==> config.mk <==
export PLATFORM = sky130hd
export DESIGN_NAME = matrix_result_streamer
export DESIGN_NICKNAME = d
export VERILOG_FILES = /design/src/rtl/matrix_result_streamer.sv
export SDC_FILE = /design/constraint.sdc
export NUM_CORES = 1
export LEC_CHECK = 0
export CAP_MARGIN = 25
export CORE_UTILIZATION = 53
export DETAILED_ROUTE_END_ITERATION = 10
export GPL_TIMING_DRIVEN = 0
export PLACE_DENSITY = 0.81
export SLEW_MARGIN = 20
export SYNTH_ARGS = -nofsm -noshare
export SYNTH_HDL_FRONTEND = slang
export SYNTH_SLANG_ARGS = --single-unit
==> constraint.sdc <==
create_clock -name clk -period 5.4 [get_ports clk]
set_input_delay 1.08 -clock clk [delete_from_list [all_inputs] [get_ports clk]]
set_output_delay 1.08 -clock clk [all_outputs]
set_load 0.02 [all_outputs]
==> src/rtl/matrix_result_streamer.sv <==
// matrix_result_streamer: sums a 2x2 product array into four elements, double-buffers
// result matrices and streams them row-major over valid/ready. Optional: MRS_SATURATE_EN.
module matrix_result_streamer #(
    parameter int PW = 16
) (
    input  logic          clk,
    input  logic          rst,
    input  logic [PW-1:0] A_E,
    input  logic [PW-1:0] B_G,
    input  logic [PW-1:0] C_E,
    input  logic [PW-1:0] D_G,
    input  logic [PW-1:0] A_F,
    input  logic [PW-1:0] B_H,
    input  logic [PW-1:0] C_F,
    input  logic [PW-1:0] D_H,
    input  logic          in_valid,
    output logic          in_ready,
    output logic [PW:0]   out_data,
    output logic [1:0]    out_idx,
    output logic          out_last,
    output logic          out_valid,
    input  logic          out_ready,
    output logic [7:0]    frame_cnt
);

    // state  | meaning
    // IDLE   | no buffered matrix, outputs held at zero
    // STREAM | at least one matrix buffered, presenting slot[rd_ptr][elem]
    typedef enum logic {
        IDLE   = 1'b0,
        STREAM = 1'b1
    } state_t;

    state_t      state;
    state_t      state_nxt;
    logic [PW:0] slot [2][4];
    logic [PW:0] sum [4];
    logic        wr_ptr;
    logic        rd_ptr;
    logic [1:0]  count;
    logic [1:0]  count_nxt;
    logic [1:0]  elem;
    logic        accept;
    logic        pop;
    logic        pop_last;

    // sum[PW] set means the sum is above 2^PW-1, which is the clamp condition
    function automatic logic [PW:0] add_elem(input logic [PW-1:0] a, input logic [PW-1:0] b);
        logic [PW:0] s;
        s = {1'b0, a} + {1'b0, b};
`ifdef MRS_SATURATE_EN
        if (s[PW]) begin
            s = {1'b0, {PW{1'b1}}};
        end
`endif
        return s;
    endfunction

    always_comb begin
        sum[0] = add_elem(A_E, B_G);
        sum[1] = add_elem(A_F, B_H);
        sum[2] = add_elem(C_E, D_G);
        sum[3] = add_elem(C_F, D_H);
    end

    // in_ready looks only at the registered count, never at out_ready
    assign in_ready = (count < 2'd2);
    assign accept   = in_valid && in_ready;
    assign pop      = out_valid && out_ready;
    assign pop_last = pop && (elem == 2'd3);

    always_comb begin
        count_nxt = count;
        if (accept && !pop_last) begin
            count_nxt = count + 2'd1;
        end else if (!accept && pop_last) begin
            count_nxt = count - 2'd1;
        end
    end

    always_ff @(posedge clk or posedge rst) begin
        if (rst) begin
            state <= IDLE;
        end else begin
            state <= state_nxt;
        end
    end

    always_comb begin
        state_nxt = state;
        case (state)
            IDLE:    if (count_nxt != 2'd0) state_nxt = STREAM;
            STREAM:  if (count_nxt == 2'd0) state_nxt = IDLE;
            default: state_nxt = IDLE;
        endcase
    end

    always_comb begin
        out_valid = 1'b0;
        out_data  = '0;
        out_idx   = 2'd0;
        out_last  = 1'b0;
        if (state == STREAM) begin
            out_valid = 1'b1;
            out_data  = slot[rd_ptr][elem];
            out_idx   = elem;
            out_last  = (elem == 2'd3);
        end
    end

    always_ff @(posedge clk or posedge rst) begin
        if (rst) begin
            wr_ptr    <= 1'b0;
            rd_ptr    <= 1'b0;
            count     <= 2'd0;
            elem      <= 2'd0;
            frame_cnt <= 8'd0;
        end else begin
            count <= count_nxt;
            if (accept) begin
                wr_ptr <= ~wr_ptr;
            end
            if (pop) begin
                elem <= elem + 2'd1;
                if (elem == 2'd3) begin
                    rd_ptr    <= ~rd_ptr;
                    frame_cnt <= frame_cnt + 8'd1;
                end
            end
        end
    end

    // slot storage carries no reset; contents are meaningless until written
    always_ff @(posedge clk) begin
        if (accept) begin
            for (int i = 0; i < 4; i++) begin
                slot[wr_ptr][i] <= sum[i];
            end
        end
    end

endmodule

; Word-level counts from Yosys, hierarchy flattened
; Memory sizes are Yosys's and may differ from the RTL's.
; Cells that the tools add are included.
[classes]
n_addsub = 8
magnitude_cmp = 2
n_eq_ne = 1
mux = 14
bitwise_logic = 4
n_reduce_logical = 10
[op_table]
columns = cell, count
row1 = $add A16 B16 Y17, 4
row2 = $mux W17, 3
row3 = $bmux W17 S2, 1
row4 = $add A8 B1 Y8 const B, 1
row5 = $mux W1, 6
row6 = $mux W2, 3
row7 = $logic_and A1 B1 Y1, 5
row8 = $add A2 B1 Y2 const B, 2
row9 = $ge A3 B3 Y1 const B, 1
row10 = $not A1 Y1, 3
row11 = $not A2 Y3, 1
row12 = $eq A2 B2 Y1 const B, 1
row13 = $logic_not A1 Y1, 2
row14 = $logic_not A2 Y1, 1
row15 = $lt A2 B2 Y1 const B, 1
row16 = $pmux W1 S2, 1
row17 = $reduce_and A2 Y1, 1
row18 = $reduce_bool A2 Y1, 1
row19 = $sub A2 B1 Y2 const B, 1
[totals]
reg_bits = 15
ramBits = 136
in_bits = 132
word_cells = 46
mem_count = 1
[mem_list]
columns = memory, words, width, read_ports, rd_clocked_by_memory_dff, wr, line_no
row1 = slot, 2, 68, 1, 0, 1, 36  ; logic [PW:0] slot [2][4];

; Depth between registers and ports, before layout
; Gate-level depths: netlist (run 1).
[logic_depth]
ltp_word = 9
mapped_depth = 8
ltp_nobuf = 8

; Worst setup path before layout (run 1)
; Ideal clock, no wire load.
[synth_timing]
path_type = input-to-reg
start = in in_valid
end = mem slot[0][0] in the netlist's numbering, enable pin
setup_ns = 0.495
arrival_ns = 4.037
required_time_ns = 4.905
path_slack_ns = 0.868
cell_stages = 2
path_cell_list = nand2_1 nor2_1
[synth_between]
elab_chain_len = 3
[synth_lines]
columns = element, line_no
row1 = from (decl), 16  ; input logic in_valid,
row2 = $logic_and A1 B1 Y1, 68  ; assign accept = in_valid && in_ready;
row3 = $mux W1, 135  ; if (accept) begin
row4 = $mux W1 (not written as such), 137  ; slot[wr_ptr][i] <= sum[i];
row5 = to (decl), 36
; Every way passes these cells.

; Worst setup path after layout (run 1)
[layout_timing]
start = reg elem[0]
end = out out_data[11]
[layout_between]
elab_chain_len = 5
[layout_lines]
columns = element, line_no
row1 = from (decl), 42  ; logic [1:0] elem;
row2 = from (signal assigned), 124  ; elem <= elem + 2'd1;
row3 = $not A2 Y3 (not written as such), 105  ; out_data = slot[rd_ptr][elem];
row4 = $bmux W17 S2, 105
row5 = $mux W17 (not written as such) (2 in series), 105
row6 = $mux W17, 103  ; if (state == STREAM) begin
row7 = to (decl), 18  ; output logic [PW:0] out_data,
; Every way passes these cells. The select of a mux whose other input is x is not followed.

==> results.py, run 1 <==
metrics = {
    "clock_network": {
        "cts-resized-gates": 0,
        "cts_buffer_depth": 2,
        "ctsHoldBuffers": 0,
        "clk_pin_slew_ps": 60,
        "root_buffer": "clkbuf_16",
        "cts_tree": "yes",
        "cts_setup_buffers": 0,
        "htreeDepth": 4,
        "numCtsBuffers": 17,
        "cts_sinks": 151,
        "clk_latency_ps": 420,
    },
    "worst_setup_path": {
        "cp_max_fo": 10,
        "path_cells": "clkbuf_1 -> clkbuf_1 -> mux4_2 -> mux2i_1 -> nor2b_1 -> clkdlybuf4s50_1",
        "crit_top_cell": "clkbuf_1",
        "worst_path_largest_cell_delay_ps": 670,
        "arrival_ps": 3140,
        "cp_top_family": "buffers and inverters",
        "cp-end-kind": "output pin",
        "critPathLaunchType": "flip-flop",
        "cp_slowest_cell": "clkdlybuf4s50_1",
        "required_ps": 4320,
        "cp_num_buf_inv": 3,
        "critical_path_class": "flip-flop to output pin",
    },
    "grt": {
        "overflow": 0,
        "antenna_found_initial": 0,
        "track_usage": 0.251,
        "grt_pass1_vias": 6350,
        "grt_pass1_wl_mm": 31.7,
        "grt_max_degree": 49,
    },
    "die": {
        "core_um2": 16000,
        "die_x_um": 130,
        "rows": 46,
        "io_pins": 162,
        "initial_core_util": 0.546,
        "die_h_um": 130,
        "die_area_um2": 17000,
    },
    "finish": {
        "final_nets": 1051,
        "fin_cells": 1078,
        "area_growth_pct": 28.7,
        "drive_above_1_share": 0.0963,
        "final_cell_mix": "clkdlybuf4s50_1 (161), edfxtp_1 (136), ha_1 (66), a21oi_1 (51), xnor2_1 (39)",
        "nFillCells": 1085,
        "final_common_cell": "clkdlybuf4s50_1",
        "antennaDiodeCount": 0,
        "design_area_um2": 11200,
    },
    "sta": {
        "finalHoldViolCount": 0,
        "setup_viol": 0,
        "fin_worst_skew_ps": 5.74,
        "slew_viol_final": 0,
        "slew_headroom": 0.538,
        "fmax_ghz": 0.237,
        "rsz0062_at_grt": "false",
        "finalCritPeriodShare": 0.782,
        "final_period_minus_worst_setup_slack_ps": 4220,
        "tightest_slew_ps": 693,
    },
    "place": {
        "gp_congestion": 0.926,
        "place_area_um2": 10700,
        "portBuffers": 161,
        "post-place-cells": 1046,
        "hpwl_mm": 15.1,
    },
    "power_and_ir_drop": {
        "ir_drop_v": 0.000546,
        "leakage_nw": 4.18,
        "total_power_mw": 4.68,
        "powerDensity_nw_per_um2": 416,
    },
    "routing": {
        "dr.pass1.iters": 5,
        "wire_per_inst_um": 18.8,
        "drt_iter0_markers": 561,
        "avgViaCountPerCell": 5.95,
        "drcViolationCount": 0,
        "ant_nets": 0,
        "drt-total-wl_mm": 20.3,
        "vias": 6412,
    },
    "synth": {
        "yosys_warnings": 0,
        "synthArstFlopShare": 0.0993,
        "netlist_instances": 666,
        "synth_seq_cells": 151,
        "synth.net_count": 868,
        "synth_flop_cell": "edfxtp_1",
        "synth_cell_types": 59,
        "syn_avg_cell_area_um2": 13.1,
        "synth-edff-count": 136,
        "syn-cell-area_um2": 8730,
        "synth_seq_area_share": 0.511,
    },
    "flow_run": {
        "drv_cap": 0,
    },
    "run_status": {
        "status": "completed",
    },
    "min_path": {
        "hp-class": "flip-flop to flip-flop",
    },
}
## logic make-up (layout without fill, tap and decap cells)
logic type	count (synthesis)	in the layout	share of synthesized area
mux	53	53	0.110
xor+xnor	61	61	0.0612
flops	151	151	0.511
buf+inv	35	231	0.0166
fa+ha+maj	70	70	0.104
simple gates	142	142	0.0826
compound gates	154	154	0.115
## cell type report
type | count | area [µm²] | share of cell area
inverters | 14 | 52.6 | 0.00468
clock inverters | 12 | 110 | 0.00980
multi-input cells | 480 | 4140 | 0.368
well taps | 216 | 270 | 0.0241
clock buffers | 20 | 437 | 0.0389
flip-flops and latches | 151 | 4460 | 0.397
plain buffers | 21 | 92.6 | 0.00824
repair buffers | 164 | 1680 | 0.149
## final timing paths
kind,from,endpoint,slack [ps],cells past startpoint
worst max-delay path,elem[0]$_DFFE_PP0P_,out_data[11],1180,6
worst min-delay path,frame_cnt[7]$_DFFE_PP0P_,frame_cnt[7]$_DFFE_PP0P_,470,1
worst max register to register,elem[1]$_DFFE_PP0P_,frame_cnt[7]$_DFFE_PP0P_,3590,7
max in group asynchronous,rst,rd_ptr$_DFFE_PP0P_,4010,2
worst min register to register,frame_cnt[7]$_DFFE_PP0P_,frame_cnt[7]$_DFFE_PP0P_,470,1
min in group asynchronous,rst,frame_cnt[5]$_DFFE_PP0P_,1020,2
## synth_stat cells, types with 2 or more instances
cell / count / area share
edfxtp_1: 136 / 0.47
ha_1: 66 / 0.095
a21oi_1: 51 / 0.029
xnor2_1: 39 / 0.039
nand2_1: 36 / 0.015
mux4_2: 34 / 0.088
nor2_1: 29 / 0.012
nor2b_1: 26 / 0.019
o21ai_0: 22 / 0.013
xor2_1: 22 / 0.022
mux2i_1: 18 / 0.021
a21o_1: 16 / 0.014
dfrtp_1: 15 / 0.043
clkbuf_1: 14 / 0.0060
inv_1: 14 / 0.0060
a211oi_1: 12 / 0.010
a31oi_1: 10 / 0.0072
nand4_1: 10 / 0.0072
o21a_1: 9 / 0.0077
and3_1: 8 / 0.0057
nand3_1: 8 / 0.0046
nor3_1: 8 / 0.0046
buf_2: 5 / 0.0029
o21bai_1: 5 / 0.0043
o31ai_1: 5 / 0.0043
and2_1: 4 / 0.0029
fa_1: 4 / 0.0092
or2_2: 4 / 0.0029
and4_1: 2 / 0.0020
o22ai_1: 2 / 0.0014
o311ai_0: 2 / 0.0020
o31a_1: 2 / 0.0020
or4_1: 2 / 0.0017
## stage by stage
stage / setup WS [ps] / utilization / hold slack [ps] / TNS [ps]
6_report: 1180 / 0.702 / 467 / 0
3_3_place_gp: -1020 / 0.663 / 459 / -69070
5_1_grt: 1030 / 0.702 / 493 / 0
2_1_floorplan: 868 / - / 461 / 0
3_5_place_dp: 1560 / 0.668 / 463 / 0
4_1_cts: 1200 / 0.702 / 474 / 0
## power breakdown
group          total [mW]  switching, mW  internal, mW
registers            1.56         0.0634          1.50
logic                2.02           1.07         0.953
clock network        1.10          0.432         0.669
total                4.68           1.56          3.12
## flip-flops by register name (all words and copies together), names as in the netlist
signal / cells
slot: 136
frame_cnt: 8
count: 2
elem: 2
rd_ptr: 1
state: 1
wr_ptr: 1
## per-layer routing
layer / wire (µm) / global-route usage / up-vias
li1: - / - / 2967
met3: 1280 / 0.0451 / 47
met1: 8100 / 0.304 / 3121
met4: 543 / 0.116 / 0
met2: 10300 / 0.437 / 277
met5: 0 / 0 / -
Note: power is estimated with default switching activity, not from simulation.
==> run 2, diff against run 1 <==
- clock period: 5.4 -> 4.32 ns (I/O delays scaled with it)
==> results of run 2 <==
The final DEF is identical to that of run 1. Status: completed.
Among the figures that moved: setup slack after placement 1560 ps -> 699 ps; setup slack after layout 1180 ps -> 312 ps; register-to-register setup slack 3590 ps -> 2510 ps; total power 4.68 mW -> 5.85 mW; worst IR drop on VDD 0.000546 V -> 0.000682 V
==> run 3, diff against run 2 <==
- GPL_TIMING_DRIVEN: 0 -> not set
==> run 3 against run 2 <==
  * Non-clock buffer count is 17 lower
  * Combinational power is 3% lower
  * Sequential power is 4% higher
  * Count of clock-buffer cells in the layout is 3 lower
  * Register-to-register slack worse by 530 ps
  * Sequential share of layout area is 0.060 points higher
  * Critical path type unchanged
  * Critical endpoint is now out_data[12]
  * Largest power group unchanged
  * Highest routed layer unchanged
==> results.py, run 3 (same netlist as run 1, synthesis figures left out) <==
metrics = {
    "sta": {
        "final_period_minus_worst_setup_slack_ps": 3560,
        "rsz0062_at_grt": "false",
        "setup_viol": 0,
        "fmax_ghz": 0.281,
        "fin_tns_setup_ps": 0,
        "slew_headroom": 0.404,
        "fin_worst_skew_ps": 7.00,
        "finalHoldViolCount": 0,
        "tightest_slew_ps": 894,
        "slew_viol_final": 0,
        "finalCritPeriodShare": 0.823,
    },
    "finish": {
        "area_growth_pct": 28.6,
        "antennaDiodeCount": 0,
        "final_nets": 1034,
        "top_register": "slot",
        "reg.largest.list": "slot (136), frame_cnt (8)",
        "largest_reg_flops": 136,
        "nFillCells": 1112,
        "final_cell_mix": "clkdlybuf4s50_1 (161), edfxtp_1 (136), ha_1 (66), a21oi_1 (51), xnor2_1 (39)",
        "utilization": 0.701,
        "drive_above_1_share": 0.101,
        "final_common_cell": "clkdlybuf4s50_1",
    },
    "clock_network": {
        "cts_setup_buffers": 0,
        "cts_tree": "yes",
        "numCtsBuffers": 17,
        "root_buffer": "clkbuf_16",
        "htreeDepth": 4,
        "cts_sinks": 151,
        "ctsHoldBuffers": 0,
        "cts-resized-gates": 0,
        "clk_latency_ps": 420,
        "cts_buffer_depth": 2,
        "clk_pin_slew_ps": 60,
    },
    "die": {
        "die_area_um2": 17000,
        "die_h_um": 130,
        "rows": 46,
        "die_x_um": 130,
        "io_pins": 162,
        "core_um2": 16000,
        "initial_core_util": 0.546,
    },
    "routing": {
        "vias": 6274,
        "ant_nets": 0,
        "drt-total-wl_mm": 19.6,
        "drcViolationCount": 0,
        "avgViaCountPerCell": 5.91,
        "dr.pass1.iters": 5,
        "drt_iter0_markers": 557,
        "wire_per_inst_um": 18.5,
    },
    "grt": {
        "grt_pass1_vias": 6048,
        "grt_max_degree": 36,
        "use_met1": 0.312,
        "use_met3": 0.0447,
        "grtUsageMet2": 0.413,
        "grt_pass1_wl_mm": 30.6,
        "top_usage_layer": "met2",
        "overflow": 0,
        "track_usage": 0.243,
        "antenna_found_initial": 0,
    },
    "power_and_ir_drop": {
        "leakage_nw": 4.17,
        "switchingPower_mw": 1.93,
        "sw_frac_of_total": 0.327,
        "power.internal_mw": 3.97,
        "combPwrFrac": 0.413,
        "clkPwrFrac": 0.246,
        "sequentialPowerShare": 0.342,
        "powerDensity_nw_per_um2": 526,
        "ir_drop_v": 0.000500,
    },
    "flow_run": {
        "drv_cap": 0,
    },
    "worst_setup_path": {
        "cp-end-kind": "output pin",
        "required_ps": 3460,
        "critPathLaunchType": "flip-flop",
        "timing.rr.start": "elem[0]$_DFFE_PP0P_",
        "critical_path_class": "flip-flop to output pin",
        "crit_path_start": "elem[0]$_DFFE_PP0P_",
        "arrival_ps": 2690,
        "cp_max_fo": 31,
    },
    "place": {
        "hpwl_mm": 14.6,
        "portBuffers": 161,
        "gp_congestion": 0.886,
    },
    "run_status": {
        "status": "completed",
    },
    "min_path": {
        "min-delay-start": "frame_cnt[7]$_DFFE_PP0P_",
        "hp-class": "flip-flop to flip-flop",
    },
}
[run 3: cell count changes in the layout (fill, tap and decap cells not counted), sizes merged]
cell / change
clkbuf: -17
clkinvlp: +1
bufinv: +1
buf: -3
inv: +1
[run 3: final timing paths]
path / end / cells after the start / slack (ps)
worst max register to register: frame_cnt[7]$_DFFE_PP0P_ / 7 / 1980
worst min register to register: frame_cnt[7]$_DFFE_PP0P_ / 1 / 480
min in group asynchronous: wr_ptr$_DFFE_PP0N_ / 2 / 810
worst max-delay path: out_data[12] / 5 / 760
max in group asynchronous: rd_ptr$_DFFE_PP0P_ / 2 / 3100
worst min-delay path: frame_cnt[7]$_DFFE_PP0P_ / 1 / 480
[run 3: layer usage]
metal,vias up,part of all wire
met2,267,0.51
li1,2932,-
met3,35,0.058
met5,-,0
met1,3040,0.41
met4,0,0.019
[run 3: area by class of cell]
type                            instances  area (µm²)  area share
Inverter                               14        52.6     0.00468
Clock buffer                           17         425      0.0379
Multi-Input combinational cell        480        4130       0.368
Clock inverter                         15         160      0.0143
Timing Repair Buffer                  168        1720       0.153
Tap cell                              216         270      0.0241
Sequential cell                       151        4460       0.397
[run 3: worst max-delay path: stages (launching register included)]
cell	delay [ps]
dfrtp_1	510
buf_4	480
mux4_2	320
mux2i_1	80
nor2b_1	220
clkdlybuf4s50_1	650
[run 3: stage by stage]
stage | hold WS, ps | area, µm² | setup WS [ps] | std cells | power, mW
floorplan | 461 | 8730 | 4.17 | 666 | 3.51
global placement | 460 | 10600 | 913 | 1028 | 4.38
detailed placement | 474 | 10600 | 839 | 1028 | 4.43
CTS | 483 | 11200 | 711 | 1060 | 5.91
global route | 494 | 11200 | 629 | 1061 | 6.18
finish | 480 | 11200 | 763 | 1061 | 5.90
[run 3: power by group through the flow]
| stage | sequential, mW | combinational, mW | clock (mW) |
|---|---|---|---|
| global placement | 2.06 | 2.32 | 0 |
| floorplan | 1.99 | 1.52 | 0 |
| global route | 2.04 | 2.61 | 1.53 |
| detailed placement | 2.07 | 2.36 | 0 |
| finish | 2.02 | 2.44 | 1.45 |
| CTS | 2.05 | 2.39 | 1.47 |
